### config.mk
export PLATFORM = sky130hd
export DESIGN_NAME = alu_ctrl_issue
export DESIGN_NICKNAME = d
export VERILOG_FILES = /design/src/rtl/alu_ctrl_pkg.sv /design/src/rtl/alu_ctrl_issue_skid_buffer2.sv /design/src/rtl/alu_ctrl_issue.sv
export SDC_FILE = /design/constraint.sdc
export NUM_CORES = 1
export LEC_CHECK = 0
export CORE_MARGIN = 2
export CORE_UTILIZATION = 40
export DETAILED_ROUTE_END_ITERATION = 8
export PLACE_DENSITY = 0.68
export RECOVER_POWER = 50
export SYNTH_ARGS = -nofsm -noshare
export SYNTH_HDL_FRONTEND = slang
export SYNTH_SLANG_ARGS = --single-unit
### constraint.sdc
create_clock -name clk_i -period 2.5 [get_ports clk_i]
set_input_delay 0.5 -clock clk_i [delete_from_list [all_inputs] [get_ports clk_i]]
set_output_delay 0.5 -clock clk_i [all_outputs]
set_load 0.05 [all_outputs]
### src/rtl/alu_ctrl_pkg.sv
// Shared encodings and the issue record for the ALU control issue stage.
package alu_ctrl_pkg;

  localparam int ISSUE_XLEN = 32;

  localparam logic [2:0] ALU_AND  = 3'b000;
  localparam logic [2:0] ALU_XOR  = 3'b001;
  localparam logic [2:0] ALU_SLL  = 3'b010;
  localparam logic [2:0] ALU_ADD  = 3'b011;
  localparam logic [2:0] ALU_SUB  = 3'b100;
  localparam logic [2:0] ALU_MUL  = 3'b101;
  localparam logic [2:0] ALU_ADDI = 3'b110;
  localparam logic [2:0] ALU_SRAI = 3'b111;

  localparam logic [6:0] OP_R = 7'b0110011;
  localparam logic [6:0] OP_I = 7'b0010011;

  localparam logic [2:0] F3_ADD = 3'b000;
  localparam logic [2:0] F3_SLL = 3'b001;
  localparam logic [2:0] F3_XOR = 3'b100;
  localparam logic [2:0] F3_SRA = 3'b101;
  localparam logic [2:0] F3_AND = 3'b111;

  localparam logic [6:0] F7_BASE = 7'b0000000;
  localparam logic [6:0] F7_ALT  = 7'b0100000;
  localparam logic [6:0] F7_MUL  = 7'b0000001;

  typedef struct packed {
    logic [2:0]            ctrl;
    logic                  src;
    logic [ISSUE_XLEN-1:0] imm;
    logic [4:0]            rs1;
    logic [4:0]            rs2;
    logic [4:0]            rd;
    logic                  regwrite;
    logic                  illegal;
  } issue_t;

  typedef enum logic [1:0] {
    BUF_EMPTY = 2'd0,
    BUF_ONE   = 2'd1,
    BUF_FULL  = 2'd2
  } buf_state_t;

endpackage

### src/rtl/alu_ctrl_issue_skid_buffer2.sv
// Two-entry skid buffer, generic width; 1-cycle latency when empty.
// ready_o is a register (deasserts only when both entries are held), so no combinational path from ready_i.
module skid_buffer2
  import alu_ctrl_pkg::*;
#(
  parameter int WIDTH = 8
) (
  input  logic             clk_i,
  input  logic             rst_i,
  input  logic             valid_i,
  output logic             ready_o,
  input  logic [WIDTH-1:0] data_i,
  output logic             valid_o,
  input  logic             ready_i,
  output logic [WIDTH-1:0] data_o
);

  buf_state_t       state_q;
  logic [WIDTH-1:0] head_q;
  logic [WIDTH-1:0] tail_q;
  logic             ready_q;
  logic             valid_q;
  logic             in_fire;
  logic             out_fire;

  assign in_fire  = valid_i & ready_q;
  assign out_fire = valid_q & ready_i;

  always_ff @(posedge clk_i) begin
    if (rst_i) begin
      state_q <= BUF_EMPTY;
      head_q  <= '0;
      tail_q  <= '0;
      ready_q <= 1'b1;
      valid_q <= 1'b0;
    end else begin
      case (state_q)
        BUF_EMPTY: begin
          if (in_fire) begin
            head_q  <= data_i;
            state_q <= BUF_ONE;
            valid_q <= 1'b1;
          end
        end
        BUF_ONE: begin
          // Simultaneous in/out replaces the head directly so the stream has no bubble.
          if (in_fire && out_fire) begin
            head_q <= data_i;
          end else if (in_fire) begin
            tail_q  <= data_i;
            state_q <= BUF_FULL;
            ready_q <= 1'b0;
          end else if (out_fire) begin
            state_q <= BUF_EMPTY;
            valid_q <= 1'b0;
          end
        end
        BUF_FULL: begin
          if (out_fire) begin
            head_q  <= tail_q;
            state_q <= BUF_ONE;
            ready_q <= 1'b1;
          end
        end
        default: begin
          state_q <= BUF_EMPTY;
          ready_q <= 1'b1;
          valid_q <= 1'b0;
        end
      endcase
    end
  end

  assign ready_o = ready_q;
  assign valid_o = valid_q;
  assign data_o  = head_q;

endmodule

### src/rtl/alu_ctrl_issue.sv
// Decodes RV32 ALU instructions into ALUCtrl/operand fields and issues them via a 2-entry skid buffer.
// Latency 1 cycle when empty; back-pressure holds the head stable and never drops or duplicates.
module alu_ctrl_issue
  import alu_ctrl_pkg::*;
#(
  parameter int XLEN       = 32,
  parameter int SKID_DEPTH = 2
) (
  input  logic            clk_i,
  input  logic            rst_i,
  input  logic [31:0]     inst_i,
  input  logic            valid_i,
  output logic            ready_o,
  output logic            valid_o,
  input  logic            ready_i,
  output logic [2:0]      ALUCtrl_o,
  output logic            ALUSrc_o,
  output logic [XLEN-1:0] imm_o,
  output logic [4:0]      rs1_o,
  output logic [4:0]      rs2_o,
  output logic [4:0]      rd_o,
  output logic            RegWrite_o,
  output logic            illegal_o
);

  // Only the 2-entry buffer exists; any other depth refuses all input.
  localparam logic DEPTH_OK = (SKID_DEPTH == 2);

  logic [6:0] op;
  logic [2:0] f3;
  logic [6:0] f7;
  logic       legal;
  issue_t     issue_d;
  issue_t     head;
  logic       buf_rdy;

  assign op = inst_i[6:0];
  assign f3 = inst_i[14:12];
  assign f7 = inst_i[31:25];

  always_comb begin
    issue_d      = '0;
    issue_d.ctrl = ALU_ADD;
    issue_d.rs1  = inst_i[19:15];
    issue_d.rs2  = inst_i[24:20];
    issue_d.rd   = inst_i[11:7];
    legal        = 1'b0;
    if (op == OP_R) begin
      legal = 1'b1;
      case ({f7, f3})
        {F7_BASE, F3_ADD}: issue_d.ctrl = ALU_ADD;
        {F7_ALT,  F3_ADD}: issue_d.ctrl = ALU_SUB;
        {F7_MUL,  F3_ADD}: issue_d.ctrl = ALU_MUL;
        {F7_BASE, F3_AND}: issue_d.ctrl = ALU_AND;
        {F7_BASE, F3_XOR}: issue_d.ctrl = ALU_XOR;
        {F7_BASE, F3_SLL}: issue_d.ctrl = ALU_SLL;
        default:           legal        = 1'b0;
      endcase
    end else if (op == OP_I) begin
      if (f3 == F3_ADD) begin
        legal        = 1'b1;
        issue_d.ctrl = ALU_ADDI;
        issue_d.src  = 1'b1;
        issue_d.imm  = {{(ISSUE_XLEN-12){inst_i[31]}}, inst_i[31:20]};
        issue_d.rs2  = 5'd0;
      end else if (f3 == F3_SRA && f7 == F7_ALT) begin
        legal        = 1'b1;
        issue_d.ctrl = ALU_SRAI;
        issue_d.src  = 1'b1;
        issue_d.imm  = {{(ISSUE_XLEN-5){1'b0}}, inst_i[24:20]};
        issue_d.rs2  = 5'd0;
      end
    end
    if (!legal) begin
      issue_d.ctrl = ALU_ADD;
      issue_d.src  = 1'b0;
      issue_d.imm  = '0;
    end
    issue_d.regwrite = legal;
    issue_d.illegal  = !legal;
  end

  skid_buffer2 #(
    .WIDTH($bits(issue_t))
  ) u_skid (
    .clk_i  (clk_i),
    .rst_i  (rst_i),
    .valid_i(valid_i & DEPTH_OK),
    .ready_o(buf_rdy),
    .data_i (issue_d),
    .valid_o(valid_o),
    .ready_i(ready_i),
    .data_o (head)
  );

  assign ready_o    = buf_rdy & DEPTH_OK;
  assign ALUCtrl_o  = head.ctrl;
  assign ALUSrc_o   = head.src;
  assign imm_o      = XLEN'(head.imm);
  assign rs1_o      = head.rs1;
  assign rs2_o      = head.rs2;
  assign rd_o       = head.rd;
  assign RegWrite_o = head.regwrite;
  assign illegal_o  = head.illegal;

endmodule
==> reports/qor.txt <==
Number of enable flip-flop cells after synthesis: 0
Comb pwr share: 38.1%
Area of the mapped netlist: 0.003299 mm2
GR Util met1: 24.61%
CTS tree: done
P_sw: 0.001439 W
Iter 0 DRT Violations: 156
Row cnt: 33
Clk_skew: 0.007655 ns
Critical path endpoint category: register
Sequential element share of the synthesized area: 42.47%
Buf/Inv on CP: 2
Status: completed
Setup TNS: 0 ns
# diodes: 0
Worst EP required: 2.74 ns
GRT Max-Usage Layer: met2
Final GP Congestion: 0.8163
Critical path's top delay family: buffers and inverters
Min-delay worst type: reg -> reg
Initial core utilization: 40.77%
Startpoint types: primary input
Fin Hold WS: 0.4554 ns
Via count: 3082
Synth Flop Type: dfxtp_1
Post-route ant nets: 0
Max VDD drop: 0.3744 mV
Synth warn: 0
Syn nets: 451
Vias in the first global route: 2847
Static leakage: 1.842 nW
Die Wd: 94.82 um
H-tree levels: 3
Die span in y: 94.82 um
P_int: 0.002225 W
Power share of the sequential group: 36.6%
Max Freq: 0.4516 GHz
Pin count of the biggest net entering global routing: 39
RSZ-0062 raised after global routing: false
Max Slew Vio Count: 0
Cells after Synth: 415
Max Cap Violations: 0
Crit Path Max Fanout: 36
Clock power share: 25.3%
WP data arrival: 2.46 ns
Layout cells sized above 1: 7.966%
Min Clock Period, post-route: 2.214 ns
Layout area overhead: 32.92%
Tightest Pin Transition: 0.7421 ns
DP HPWL: 5283 um
Boundary pin count: 91
Core box area: 0.008093 mm2
Slowest cell on crit path: dlygate4sd3_1
Critical-path cell list: dlygate4sd3_1, nand2_1, or2_2, o22ai_2, buf_12, nor2_1, a311oi_1
Die area: 0.008991 mm2
M3 GR Usage: 4.789%
Port-buffer cells: 90
Worst path max stage delay: 0.57 ns
Final setup fails: 0
Syn Area/Cell: 7.950 um2
Initial antenna violation count: 0
DR vias/cell: 5.296
Power per cell area: 835.4 mW/mm2
Layout Nets: 508
Relative slew slack: 50.53%
Drt total wl: 8384 um
Clock-pin slew on the worst setup and hold paths: 0.07 ns
Hold-fix buffers, CTS: 0
Fin crit share: 88.57%
Gr usage total: 19.30%
Remaining DRCs: 0
Placed Area: 0.004172 mm2
Sw Ratio: 39.28%
Deepest clock path buffer count: 2
Post-Layout Inst Area: 0.004385 mm2
Root buffer cell: clkbuf_8
CTS buffer count: 9
Gr ovfl total: 0
Asr flop ratio synth: 0%
Library cells used by synthesis: 51
CTS sink cnt: 70
Endpoints failing hold: 0
M2 GR Usage: 32.21%
Synth Register Bits: 70
DRT Pass-1 Iters: 4
First-pass GRT wire length: 13700 um
Worst skew pair latency: 0.34 ns
Routed WL per cell: 14.41 um
CP Class: in -> reg
[per-layer routing]
layer  wire length [um]  part of all wire [%]
met2               4089                    49
met5                  0                     0
met3                416                   5.0
met1               3801                    45
met4                 77                  0.92
[registers in the layout (all words and copies together), names as in the netlist]
| name | count |
|---|---|
| u_skid.valid_o | 1 |
| u_skid.data_o | 33 |
| u_skid.ready_o | 1 |
| u_skid.tail_q | 33 |
| u_skid.state_q | 2 |
[Yosys cell counts (all sizes together), types with 2 or more instances]
cell type | instances | share of area [%]
a211oi | 5 | 1.1
a21oi | 34 | 5.2
a311oi | 30 | 8.0
and2 | 3 | 0.57
and3 | 4 | 0.76
buf | 39 | 8.0
clkbuf | 21 | 2.4
dfxtp | 70 | 42
inv | 2 | 0.23
mux2i | 3 | 0.91
nand2 | 84 | 9.6
nand2b | 3 | 0.57
nand3 | 38 | 5.8
nand4b | 2 | 0.53
nor2 | 37 | 4.2
nor2b | 2 | 0.38
nor4 | 3 | 0.57
o21a | 2 | 0.45
o21ai | 3 | 0.45
o21bai | 3 | 0.68
or3b | 2 | 0.53
xor2 | 2 | 0.53
[final cells by class]
type	count	area (um2)
sequential	70	1401
clock inverter	3	42.54
timing repair buffer	106	1086
tap	105	131.4
fill	789	3707
inverter	2	7.507
multi-input combinational	283	1558
clock buffer	13	158.9
[final timing paths]
check | cells after the start | start | slack, ns | to
worst max register to register | 6 | u_skid.ready_o | 0.62 | u_skid.data_o[9]
worst min-delay path | 2 | u_skid.tail_q[21] | 0.46 | u_skid.tail_q[21]
worst min register to register | 2 | u_skid.tail_q[21] | 0.46 | u_skid.tail_q[21]
worst max-delay path | 7 | valid_i | 0.29 | u_skid.data_o[9]
[per-stage QoR]
stage | utilization, % | power, W | cells | setup slack, ns
2_1_floorplan | - | 0.002373 | 415 | 0.3729
3_3_place_gp | 51.55 | 0.002801 | 566 | 0.1532
3_5_place_dp | 51.55 | 0.002816 | 566 | 0.09942
4_1_cts | 53.94 | 0.003727 | 582 | 0.00001310
5_1_grt | 54.19 | 0.003840 | 582 | 0.1572
6_report | 54.19 | 0.003663 | 582 | 0.2857
[worst register-to-register path, cell delays in order, from the launching register on]
cell      delay [ns]
dfxtp_1         0.39
nand2_1         0.13
or2_2           0.31
o22ai_2         0.38
buf_12          0.25
nor2_1          0.07
a311oi_1        0.26
[timing repair]
| action | 4_1_cts | 5_1_grt |
|---|---|---|
| cloned | 0 | 0 |
| pin swaps | 0 | 0 |
| endpoints found under the hold margin | 0 | 0 |
| gates resized for setup | 6 | 15 |
| setup endpoints to repair | 21 | 15 |
| setup buffers | 0 | 0 |
[power by group through the flow]
stage          Sequential [W]  Combinational [W]  Clock (W)
4_1_cts               0.00135            0.00144   0.000945
5_1_grt               0.00136            0.00148   0.000996
3_5_place_dp          0.00137            0.00144          0
3_3_place_gp          0.00137            0.00143          0
2_1_floorplan         0.00171           0.000666          0
6_report              0.00134            0.00140   0.000926
[logic make-up after synthesis]
family,count (synthesis),share of synthesized area (%)
AND/OR/NAND/NOR,186,25.37
AO/OA/AOI/OAI,90,19.57
flip-flops,70,42.47
buffers and inverters,62,10.58
XOR/XNOR,3,0.7965
multiplexers,3,0.9102
adder cells (fa/ha/maj),1,0.3034
[layout by cell type (no fill, tap or decap), types with 3 or more instances in the layout]
master / instances
o21ai_0: 3
dlygate4sd3_1: 24
nor4_1: 3
a211oi_1: 5
and3_1: 4
dlymetal6s2s_1: 15
buf_12: 4
nand2b_1: 3
clkbuf_8: 11
dfxtp_1: 70
a311oi_1: 30
clkbuf_1: 4
nor2_1: 37
dlygate4sd2_1: 6
a21oi_1: 34
clkdlybuf4s50_1: 44
nand3_1: 38
o21bai_1: 3
mux2i_1: 3
buf_4: 9
nand2_1: 84
No activity file was read; power rests on OpenSTA's default activity.
